## config.mk

```make
export PLATFORM = sky130hd
export DESIGN_NAME = mem_port_arbiter
export DESIGN_NICKNAME = d
export VERILOG_FILES = /design/src/rtl/mem_port_arbiter.sv
export SDC_FILE = /design/constraint.sdc
export NUM_CORES = 1
export LEC_CHECK = 0
export ABC_AREA = 1
export BUFFER_PORTS_ARGS = -buffer_cell sky130_fd_sc_hd__buf_2
export CAP_MARGIN = 20
export CORE_MARGIN = 4
export CORE_UTILIZATION = 47
export DETAILED_ROUTE_END_ITERATION = 6
export GPL_TIMING_DRIVEN = 0
export PLACE_DENSITY = 0.9
export SKIP_CTS_REPAIR_TIMING = 1
export SLEW_MARGIN = 25
export SYNTH_ARGS = -nofsm -noshare
export SYNTH_HDL_FRONTEND = slang
export SYNTH_SLANG_ARGS = --single-unit
```

## constraint.sdc

```tcl
create_clock -name clk -period 2.32 [get_ports clk]
set_clock_uncertainty 0.05 [all_clocks]
set_input_delay 0.58 -clock clk [delete_from_list [all_inputs] [get_ports clk]]
set_output_delay 0.58 -clock clk [all_outputs]
set_load 0.03 [all_outputs]
```

## src/rtl/mem_port_arbiter.sv

```systemverilog
// Arbitrates the shared single memory port between instruction fetch and
// data load/store. Data has fixed priority over fetch; each access is
// bounded by a wait counter that aborts with bus_err after MAX_WAIT cycles.
module mem_port_arbiter #(
    parameter int unsigned MAX_WAIT = 16
) (
    input  logic        clk,
    input  logic        rst,

    input  logic        if_req,
    input  logic [31:0] if_addr,
    output logic [31:0] if_rdata,
    output logic        if_valid,

    input  logic        d_req,
    input  logic        d_we,
    input  logic [31:0] d_addr,
    input  logic [31:0] d_wdata,
    input  logic [3:0]  d_be,
    output logic [31:0] d_rdata,
    output logic        d_valid,

    output logic        mem_req,
    output logic        mem_we,
    output logic [31:0] mem_addr,
    output logic [31:0] mem_wdata,
    output logic [3:0]  mem_be,
    input  logic        mem_ack,
    input  logic [31:0] mem_rdata,

    output logic        stall_if,
    output logic        stall_mem,
    output logic        bus_err
);

    localparam int unsigned    CNT_W     = 8;
    // Last busy cycle index before abort: MAX_WAIT busy cycles in total.
    localparam logic [CNT_W-1:0] WAIT_LAST = CNT_W'(MAX_WAIT - 1);

    typedef enum logic [1:0] {
        IDLE   = 2'd0,
        BUSY_I = 2'd1,
        BUSY_D = 2'd2,
        DONE   = 2'd3
    } state_t;

    state_t           state_q;
    state_t           state_d;
    logic [CNT_W-1:0] wait_cnt;
    logic             grant_i;
    logic             grant_d;
    logic             ack_done;
    logic             timeout;
    logic             busy;

    assign busy = (state_q == BUSY_I) || (state_q == BUSY_D);

    // Stall toward the pipeline until the matching done pulse arrives.
    assign stall_if  = if_req & ~if_valid;
    assign stall_mem = d_req  & ~d_valid;

    // State register.
    always_ff @(posedge clk) begin
        if (rst) begin
            state_q <= IDLE;
        end else begin
            state_q <= state_d;
        end
    end

    // Next-state and grant/completion decode.
    always_comb begin
        state_d  = state_q;
        grant_i  = 1'b0;
        grant_d  = 1'b0;
        ack_done = 1'b0;
        timeout  = 1'b0;
        case (state_q)
            IDLE: begin
                if (d_req) begin
                    state_d = BUSY_D;
                    grant_d = 1'b1;
                end else if (if_req) begin
                    state_d = BUSY_I;
                    grant_i = 1'b1;
                end
            end
            BUSY_I, BUSY_D: begin
                // An ack on the final wait cycle still counts as success.
                if (mem_ack) begin
                    state_d  = DONE;
                    ack_done = 1'b1;
                end else if (wait_cnt == WAIT_LAST) begin
                    state_d = DONE;
                    timeout = 1'b1;
                end
            end
            DONE:    state_d = IDLE;
            default: state_d = IDLE;
        endcase
    end

    // Request latching, wait counter, read capture and done pulses.
    always_ff @(posedge clk) begin
        if (rst) begin
            wait_cnt  <= '0;
            mem_req   <= 1'b0;
            mem_we    <= 1'b0;
            mem_addr  <= '0;
            mem_wdata <= '0;
            mem_be    <= '0;
            if_rdata  <= '0;
            d_rdata   <= '0;
            if_valid  <= 1'b0;
            d_valid   <= 1'b0;
            bus_err   <= 1'b0;
        end else begin
            if_valid <= 1'b0;
            d_valid  <= 1'b0;
            bus_err  <= 1'b0;
            mem_req  <= (state_d == BUSY_I) || (state_d == BUSY_D);

            if (grant_d) begin
                mem_we    <= d_we;
                mem_addr  <= d_addr;
                mem_wdata <= d_wdata;
                mem_be    <= d_be;
            end else if (grant_i) begin
                mem_we   <= 1'b0;
                mem_addr <= if_addr;
                mem_be   <= 4'hF;
            end

            if (grant_i || grant_d) begin
                wait_cnt <= '0;
            end else if (busy && !mem_ack) begin
                wait_cnt <= wait_cnt + CNT_W'(1);
            end

            if (ack_done || timeout) begin
                bus_err <= timeout;
                if (state_q == BUSY_I) begin
                    if_valid <= 1'b1;
                    if_rdata <= timeout ? 32'h0 : mem_rdata;
                end else begin
                    d_valid <= 1'b1;
                    if (!mem_we) begin
                        d_rdata <= timeout ? 32'h0 : mem_rdata;
                    end
                end
            end
        end
    end

endmodule

```

==> flow_summary.ini <==
[critical_path]
worst_path_most_repeated_cell = buf_6
max_stage_delay_ns = 0.38
setup.worst_path.class = flop to flop
start_kind = flop
critPathRequiredTime_ns = 2.63
path_max_fanout = 10
cpLargestDelayFamily = simple AND/OR/NAND/NOR gates
cp.arrival_ns = 2.43
worst_path_max_delay_cell = dfxtp_1
critical_path.cell_chain = inv_1 -> ha_1 -> nand2_2 -> nor2_4 -> nand3_4 -> nand2_4 -> buf_6 -> buf_6 -> a21oi_1 -> nor2_1
crit_buf_inv = 3
endpoint_kind = flop

[global_route]
grt_usage_pct = 26.2
antenna_found_initial = 1
grt_pass1_wl_mm = 30.9
grt.overflow.total = 0
grt_pass1_vias = 6301
grt_max_degree = 17

[floorplanning]
rows = 41
fp.dieH_um = 123
dieArea_mm2 = 0.0150
initial_core_util_pct = 48.5
fp.dieW_um = 123
core_mm2 = 0.0127
io_pins = 277

[sta]
max_slew_margin_pct = 65.6
postLayoutSetupSlackWorst_ns = 0.200
setup_viol = 0
period_minus_slack_ns = 2.12
maxClockFrequency_mhz = 472
hold_violations = 0
grt_setup_unrepaired = false
tightest_slew_ns = 0.515
period_share_pct = 91.4
slew_viol_final = 0

[drt]
routed_wl_mm = 20.0
num_vias = 6943
drc = 0
antenna_left = 0
drt_iter0_markers = 624
first_pass_iters = 5
via_per_inst = 5.16
wl_per_cell_um = 14.9

[synthesis]
yosys.area.top_type = dfxtp_1
synth_most_common_cell = nor2_1
synth_edf_count = 0
synthDistinctLibCells = 27
ys.flop_type = dfxtp_1
synth_compound_area_share_pct = 15.4
yosysSeqAreaShare_pct = 47.7
muxShareOfSynthArea_pct = 0
synth_area_mm2 = 0.00617
yosys_warnings = 0
yosysTopAreaCellShare_pct = 47.7
synth_xor_area_share_pct = 0.284
async_flop_share_pct = 0
synth-simple-area-share_pct = 29.1
synth_nets = 1010
synth_seq_cells = 147
synth_top_family_by_area = simple AND/OR/NAND/NOR gates
synth_common_cells = nor2_1, dfxtp_1, nand2_1
syn_area_per_cell_um2 = 7.10
synthCells = 868
synth-adder-area-share_pct = 0.812
yosys-top-cells-area = dfxtp_1, nor2_1, a21oi_1, nand2_1, nand3_1

[final_layout]
fillers = 1134
regArea_mm2 = 0.00294
nets = 1303
multiInputGateArea_mm2 = 0.00282
postLayoutCoreUtil_pct = 65.7
instances_no_fill = 1345
synthToLayoutAreaGrowth_pct = 35.6
drive_gt1_share_pct = 29.5

[cts]
h-tree-depth = 4
root_buffer = clkbuf_16
cts_tree = yes
cts.clk_slew.worst_paths_ns = 0.06
clockBufferDepth = 2
clk_latency_ns = 0.42
cts_inserted_buffers = 17
cts.sinks = 147

[outcome]
status = finished, final reports clean

[power]
p_leak_nw = 4.20
power_density_mw_per_mm2 = 892
ir_drop_mv = 0.487

[placement]
numPortBuffers = 274
gp_congestion = 0.857
place_ws_ns = -0.0686
dp.cells = 1314
dp_hpwl_mm = 15.3

[run]
drv_cap = 0

[min_path]
hold_class = primary input to flop
## sequential cells by signal (all words and copies together) (netlist names)
name	count
state_q	2
mem_we	1
if_rdata	32
mem_be	4
mem_addr	32
d_rdata	32
if_valid	1
bus_err	1
mem_wdata	32
d_valid	1
wait_cnt	8
mem_req	1
## cells by family after synthesis
kind of cell,after synthesis
simple gates,444
compound gates,180
flops,147
buf+inv,91
fa+ha+maj,4
xor+xnor,2
## power breakdown
part           internal [mW]  switching, mW
clock                   1.76           1.04
sequential              2.75          0.123
combinational          0.550           1.23
## stage by stage
stage / power, mW / setup TNS (ns) / instance area (µm²) / hold slack, ns
CTS: 7.46 / -0.0651 / 8350 / 0.345
finish: 7.46 / 0 / 8360 / 0.356
detailed placement: 4.68 / -0.0686 / 7750 / 0.385
global route: 7.77 / 0 / 8360 / 0.355
floorplan: 4.11 / 0 / 6170 / 0.412
global placement: 4.65 / -0.0790 / 7750 / 0.382
## path summary, 6_finish.rpt
| path | startpoint | to | slack [ns] | depth (start not counted) |
|---|---|---|---|---|
| hold reg to reg | mem_be[3] | mem_be[3] | 0.40 | 2 |
| hold / removal | d_wdata[11] | mem_wdata[11] | 0.36 | 3 |
| setup reg to reg | state_q[0] | d_rdata[7] | 0.20 | 10 |
| setup / recovery | state_q[0] | d_rdata[7] | 0.20 | 10 |
## cell type report
| class | count | area share (%) |
|---|---|---|
| Sequential cell | 147 | 35.2 |
| Multi-Input combinational cell | 630 | 33.7 |
| Timing Repair Buffer | 274 | 16.4 |
| Clock buffer | 21 | 5.63 |
| Buffer | 70 | 4.02 |
| Tap cell | 172 | 2.57 |
| Clock inverter | 9 | 1.56 |
| Inverter | 21 | 0.943 |
| Antenna cell | 1 | 0.0299 |
## layout by cell type (no fill, tap or decap), drive strengths merged, types with 2 or more instances in the layout
cell type / instances
inv: 21
nand3: 65
buf: 314
clkinv: 5
clkbuf: 51
a31oi: 32
nand2: 132
bufinv: 3
nor3: 2
ha: 4
o21ai: 40
dfxtp: 147
nor2: 243
a21oi: 105
## worst register-to-register path: stages, from the launching register on
cell	delay (ns)
dfxtp_1	0.38
inv_1	0.08
ha_1	0.35
nand2_2	0.14
nor2_4	0.19
nand3_4	0.16
nand2_4	0.16
buf_6	0.17
buf_6	0.16
a21oi_1	0.08
nor2_1	0.13
## layer usage
layer	GRT usage, %	vias to the layer above	part of all wire (%)
met3	7.65	44	9.5
met4	11.5	0	3.0
met2	44.6	343	48
li1	-	3433	-
met1	30.7	3123	39
met5	0	-	0
Note: power is estimated with default switching activity, not from simulation.
